$ cat config.mk
export PLATFORM = sky130hd
export DESIGN_NAME = ahb_resp_mux
export DESIGN_NICKNAME = d
export VERILOG_FILES = /design/src/rtl/ahb_pkg.sv /design/src/rtl/ahb_default_slave.sv /design/src/rtl/ahb_resp_mux.sv
export SDC_FILE = /design/constraint.sdc
export NUM_CORES = 1
export LEC_CHECK = 0
export ABC_CLOCK_PERIOD_IN_PS = 1300
export CORE_AREA = 2 2 63 65
export CTS_BUF_LIST = sky130_fd_sc_hd__clkbuf_4
export CTS_CLUSTER_DIAMETER = 200
export CTS_CLUSTER_SIZE = 28
export DETAILED_ROUTE_END_ITERATION = 16
export DIE_AREA = 0 0 65 67
export DONT_BUFFER_PORTS = 1
export PLACE_DENSITY = 0.56
export SLEW_MARGIN = 25
export SYNTH_ARGS = -nofsm -noshare
export SYNTH_HDL_FRONTEND = slang
export SYNTH_HIERARCHICAL = 1
export SYNTH_SLANG_ARGS = --single-unit
$ cat constraint.sdc
create_clock -name i_hclk -period 1.3 [get_ports i_hclk]
set_input_delay 0.26 -clock i_hclk [delete_from_list [all_inputs] [get_ports i_hclk]]
set_output_delay 0.26 -clock i_hclk [all_outputs]
set_load 0.01 [all_outputs]
$ cat src/rtl/ahb_pkg.sv
// Shared AHB-Lite encodings for the response mux and its default slave:
// HTRANS/HRESP codes, data-phase slave index, default-slave FSM states.
package ahb_pkg;

    localparam logic [1:0] HTRANS_IDLE   = 2'b00;
    localparam logic [1:0] HTRANS_BUSY   = 2'b01;
    localparam logic [1:0] HTRANS_NONSEQ = 2'b10;
    localparam logic [1:0] HTRANS_SEQ    = 2'b11;

    localparam logic HRESP_OKAY  = 1'b0;
    localparam logic HRESP_ERROR = 1'b1;

    typedef enum logic [1:0] {
        SLV_ROM    = 2'd0,
        SLV_RAM    = 2'd1,
        SLV_BRIDGE = 2'd2,
        SLV_DEF    = 2'd3
    } slv_e;

    typedef enum logic [1:0] {
        DEF_IDLE = 2'd0,
        DEF_ERR1 = 2'd1,
        DEF_ERR2 = 2'd2
    } def_state_e;

    // Non-one-hot selects resolve rom > ram > bridge; anything else is unmapped.
    function automatic slv_e resolve_sel(input logic rom, input logic ram, input logic bridge);
        if (rom)         return SLV_ROM;
        else if (ram)    return SLV_RAM;
        else if (bridge) return SLV_BRIDGE;
        else             return SLV_DEF;
    endfunction

    function automatic logic is_transfer(input logic [1:0] htrans);
        return (htrans != HTRANS_IDLE) && (htrans != HTRANS_BUSY);
    endfunction

endpackage

$ cat src/rtl/ahb_default_slave.sv
// Default slave for unmapped addresses: answers every accepted NONSEQ/SEQ
// with the two-cycle AHB ERROR response; IDLE/BUSY get a zero-wait OKAY.
module ahb_default_slave
    import ahb_pkg::*;
(
    input  logic       hclk_i,
    input  logic       hreset_i,
    input  logic       hsel_i,
    input  logic [1:0] htrans_i,
    input  logic       hready_i,
    output logic       hreadyout_o,
    output logic       hresp_o
);

    def_state_e state_q, state_d;
    logic       accept;

    assign accept = hsel_i && is_transfer(htrans_i) && hready_i;

    // NOTE: sequential state uses non-blocking assignments so every flop samples pre-edge values.
    always_ff @(posedge hclk_i) begin
        if (hreset_i) state_q <= DEF_IDLE;
        else          state_q <= state_d;
    end

    // NOTE: every output gets a default first so no path through the case infers a latch.
    always_comb begin
        state_d     = state_q;
        hreadyout_o = 1'b1;
        hresp_o     = HRESP_OKAY;
        case (state_q)
            DEF_IDLE: begin
                if (accept) state_d = DEF_ERR1;
            end
            DEF_ERR1: begin
                hreadyout_o = 1'b0;
                hresp_o     = HRESP_ERROR;
                state_d     = DEF_ERR2;
            end
            DEF_ERR2: begin
                hresp_o = HRESP_ERROR;
                state_d = accept ? DEF_ERR1 : DEF_IDLE;
            end
            default: state_d = DEF_IDLE;
        endcase
    end

endmodule

$ cat src/rtl/ahb_resp_mux.sv
// AHB-Lite response mux: registers the address-phase select and steers the data-phase
// HRDATA/HREADY/HRESP back to the master. Optional ERROR counter under AHB_RESP_ERRCNT_EN.
module ahb_resp_mux
    import ahb_pkg::*;
#(
    parameter int DATA_W = 32,
    parameter int CNT_W  = 16
) (
    input  logic              i_hclk,
    input  logic              i_hreset,
    input  logic              i_hsel_rom,
    input  logic              i_hsel_ram,
    input  logic              i_hsel_bridge,
    input  logic              i_hsel_def,
    input  logic [1:0]        i_htrans,
    input  logic [DATA_W-1:0] i_hrdata_rom,
    input  logic [DATA_W-1:0] i_hrdata_ram,
    input  logic [DATA_W-1:0] i_hrdata_bridge,
    input  logic              i_hreadyout_rom,
    input  logic              i_hreadyout_ram,
    input  logic              i_hreadyout_bridge,
    input  logic              i_hresp_rom,
    input  logic              i_hresp_ram,
    input  logic              i_hresp_bridge,
    input  logic              i_err_clr,
    output logic [DATA_W-1:0] o_hrdata,
    output logic              o_hready,
    output logic              o_hresp,
    output logic [CNT_W-1:0]  o_err_cnt
);

    slv_e sel_addr, dsel_q, dsel_d;
    logic def_hreadyout, def_hresp;

    assign sel_addr = resolve_sel(i_hsel_rom, i_hsel_ram, i_hsel_bridge);

    // Address-phase select only advances on a completed transfer; wait states hold it.
    always_comb dsel_d = o_hready ? sel_addr : dsel_q;

    always_ff @(posedge i_hclk) begin
        if (i_hreset) dsel_q <= SLV_DEF;
        else          dsel_q <= dsel_d;
    end

    ahb_default_slave u_default_slave (
        .hclk_i      (i_hclk),
        .hreset_i    (i_hreset),
        .hsel_i      (i_hsel_def && (sel_addr == SLV_DEF)),
        .htrans_i    (i_htrans),
        .hready_i    (o_hready),
        .hreadyout_o (def_hreadyout),
        .hresp_o     (def_hresp)
    );

    always_comb begin
        o_hrdata = '0;
        o_hready = def_hreadyout;
        o_hresp  = def_hresp;
        case (dsel_q)
            SLV_ROM: begin
                o_hrdata = i_hrdata_rom;
                o_hready = i_hreadyout_rom;
                o_hresp  = i_hresp_rom;
            end
            SLV_RAM: begin
                o_hrdata = i_hrdata_ram;
                o_hready = i_hreadyout_ram;
                o_hresp  = i_hresp_ram;
            end
            SLV_BRIDGE: begin
                o_hrdata = i_hrdata_bridge;
                o_hready = i_hreadyout_bridge;
                o_hresp  = i_hresp_bridge;
            end
            default: ;
        endcase
    end

`ifdef AHB_RESP_ERRCNT_EN
    logic [CNT_W-1:0] err_cnt_q, err_cnt_d;

    // Counts the final (HREADY high) cycle of each ERROR response, saturating.
    always_comb begin
        err_cnt_d = err_cnt_q;
        if (i_err_clr)
            err_cnt_d = '0;
        else if (o_hready && o_hresp && (err_cnt_q != {CNT_W{1'b1}}))
            err_cnt_d = err_cnt_q + 1'b1;
    end

    always_ff @(posedge i_hclk) begin
        if (i_hreset) err_cnt_q <= '0;
        else          err_cnt_q <= err_cnt_d;
    end

    assign o_err_cnt = err_cnt_q;
`else
    logic unused_err_clr;
    assign unused_err_clr = i_err_clr;
    assign o_err_cnt      = '0;
`endif

endmodule
==> results.json <==
{
  "grtUsageTotal": 0.1577,
  "yosysSeqAreaShare": 0.06995,
  "antenna_found_initial": 0,
  "worstSetupPathDepth": 3,
  "final_common_cell": "nand2_4",
  "hp-class": "in -> reg",
  "setup_viol": 37,
  "finalHoldViolations": 0,
  "antenna_left": 0,
  "dr_total_vias": 1252,
  "sw_frac_of_total": 0.4619,
  "clockRootBuffer": "clkbuf_4",
  "clk_pin_slew_worst_paths_ps": 50,
  "cts_hold_buf": 0,
  "syn-cell-area_um2": 1145,
  "pre_cts_slack_ps": -200.4,
  "drcViolationCount": 0,
  "fin_cells": 228,
  "required_ps": 1040,
  "ys_ff_latch": 4,
  "failed_checks": "negative setup slack",
  "overflow": 0,
  "p_seq_frac": 0.086,
  "cap_violations": 0,
  "slew_headroom": 0.6247,
  "path_class": "reg -> out",
  "drt_first_iter_violations": 46,
  "gp_congestion": 0.8100,
  "peakVddDrop_uv": 277.4,
  "rows": 22,
  "power.leakage_nw": 0.9102,
  "grt_max_degree": 19,
  "fmax_mhz": 618.9,
  "fin_skew_ps": 8.975,
  "cts_tree": "yes",
  "worstPathMaxFanout": 3,
  "n_fill_cell": 314,
  "netSwitchingPower_w": 0.0008019,
  "grt_pass1_vias": 1095,
  "p_comb_frac": 0.816,
  "cts.sinks": 4,
  "via_per_inst": 5.491,
  "crit_path_top_delay_cell": "mux4_2",
  "critPathTopFamily": "multiplexers",
  "worstPathCellList": "inv_4 > ha_4 > mux4_2",
  "synthCells": 163,
  "r2r_cells": 7,
  "core-area_um2": 3606,
  "die_h_um": 67,
  "syn_to_final_growth_pct": 80.44,
  "end_kind": "output pin",
  "power.density_nw_per_um2": 840.3,
  "pin_count": 161,
  "rsz0062_at_grt": "yes",
  "clockPowerShare": 0.098,
  "start_util": 0.3175,
  "status": "finished, violations left",
  "power.internal_w": 0.0009340,
  "port_buffers": 0,
  "cp.arrival_ps": 1360,
  "die-area_um2": 4355,
  "mostFrequentLayoutCells": "nand2_4, mux2i_1, o21ai_2, o21ai_4, conb_1",
  "avgRoutedWirePerCell_um": 19.14,
  "setup_slack_ps": -315.7,
  "placed_cells": 213,
  "syn_area_per_cell_um2": 7.024,
  "post-route-period-util": 1.243,
  "min_path_cells": 1,
  "synth_cell_types": 28,
  "ctsHtreeMaxLevel": 1,
  "report.power.total_w": 0.001736,
  "worst_pin_slew_ps": 548.7,
  "dr.pass1.iters": 5,
  "slew_viol_final": 0,
  "setup_tns_ps": -8413,
  "drt_wl_total_mm": 4.365,
  "start_kind": "flip-flop",
  "fin_crit_ps": 1616,
  "max_stage_delay_ps": 500,
  "clock_latency_ps": 250,
  "worstPathBufferInverterCount": 1,
  "grt_pass1_wl_mm": 5.230,
  "antenna_cells": 0,
  "seq_area_um2": 90.09,
  "cts_inserted_buffers": 3,
  "die-width_um": 65,
  "synth_warnings": 6,
  "multi_input_area_um2": 1513,
  "final_layout_size_suffix_gt1_frac": 0.7167,
  "dp_hpwl_mm": 2.609,
  "nets": 298,
  "cts_buffer_depth": 2
}
## worst paths after layout
check	startpoint	end	slack, ps
min	i_hreset	u_default_slave/state_q[0]$_SDFFE_PP0P_	60
min reg2reg	u_default_slave/state_q[1]$_SDFFE_PP0P_	u_default_slave/state_q[1]$_SDFFE_PP0P_	630
max	u_default_slave/state_q[0]$_SDFFE_PP0P_	o_hresp	-320
max reg2reg	u_default_slave/state_q[0]$_SDFFE_PP0P_	u_default_slave/state_q[1]$_SDFFE_PP0P_	-240
## metrics by stage
| stage | hold slack (ps) | util | cell area [um2] |
|---|---|---|---|
| 2_1_floorplan | 315.1 | - | 1225 |
| 3_3_place_gp | 316.6 | 0.3421 | 1234 |
| 3_5_place_dp | 320.2 | 0.3421 | 1234 |
| 4_1_cts | 56.67 | 0.4976 | 1794 |
| 5_1_grt | 57.31 | 0.5729 | 2066 |
| 6_report | 60.09 | 0.5729 | 2066 |
## cells by family after synthesis
| group | share of synthesized area |
|---|---|
| other cells | 0.003276 |
| mux | 0.3355 |
| buf+inv | 0.1760 |
| flops | 0.06995 |
| fa+ha+maj | 0.05464 |
| compound gates | 0.1923 |
| simple gates | 0.1683 |
## registers in the layout, summed over array words and instances (netlist names)
signal / cells
u_default_slave/state_q: 2
dsel_q: 2
## synthesized netlist by cell type
| library cell | count | share of area |
|---|---|---|
| ha_1 | 5 | 0.055 |
| mux4_2 | 1 | 0.020 |
| buf_6 | 1 | 0.0098 |
| mux2i_1 | 32 | 0.28 |
| mux2_4 | 2 | 0.026 |
| a2111oi_0 | 1 | 0.0077 |
| nor2b_1 | 3 | 0.016 |
| nor4b_1 | 1 | 0.0077 |
| buf_4 | 16 | 0.10 |
| a21oi_2 | 1 | 0.0077 |
| inv_1 | 5 | 0.016 |
| nand2_1 | 32 | 0.10 |
| o21ai_0 | 28 | 0.12 |
| a21bo_2 | 1 | 0.0087 |
| nand2b_1 | 1 | 0.0055 |
| o21ai_1 | 5 | 0.022 |
| conb_1 | 1 | 0.0033 |
| nand3_2 | 1 | 0.0087 |
| mux2_2 | 1 | 0.0098 |
| a2bb2oi_1 | 1 | 0.0077 |
| nand3b_1 | 1 | 0.0066 |
| nand3_1 | 2 | 0.0087 |
| a211o_1 | 1 | 0.0077 |
| buf_2 | 8 | 0.035 |
| a21oi_1 | 2 | 0.0087 |
| clkbuf_1 | 3 | 0.0098 |
| dfxtp_1 | 4 | 0.070 |
| nor2_1 | 3 | 0.0098 |
## power groups by stage
stage | Clock [W] | Combinational (W) | Sequential [W]
global route | 0.000181 | 0.00149 | 0.000152
floorplan | 0 | 0.000656 | 0.000140
detailed placement | 0 | 0.000742 | 0.000152
global placement | 0 | 0.000739 | 0.000152
finish | 0.000170 | 0.00142 | 0.000150
CTS | 0.000172 | 0.00124 | 0.000148
## final cells by class
type / instances / share of cell area
multi-input combinational: 141 / 0.7323
timing repair buffer: 27 / 0.1726
sequential: 4 / 0.04361
tap: 48 / 0.02907
inverter: 5 / 0.01151
clock buffer: 3 / 0.01090
## per-layer routing
layer / vias to the layer above / track usage / routed length (um)
met5: - / 0 / 0
met4: 0 / 0.03457 / 8
met3: 2 / 0.03041 / 387
met2: 84 / 0.3080 / 2552
met1: 598 / 0.1742 / 1418
li1: 568 / - / -
## timing repair
| item | CTS | global route |
|---|---|---|
| resized for setup | 95 | 68 |
| setup buffers | 9 | 1 |
| setup endpoints to repair | 37 | 37 |
| gates cloned | 6 | 0 |
| hold endpoints to repair | 0 | 0 |
| pin swaps | 20 | 20 |
Power figures use the tool's default switching activity.
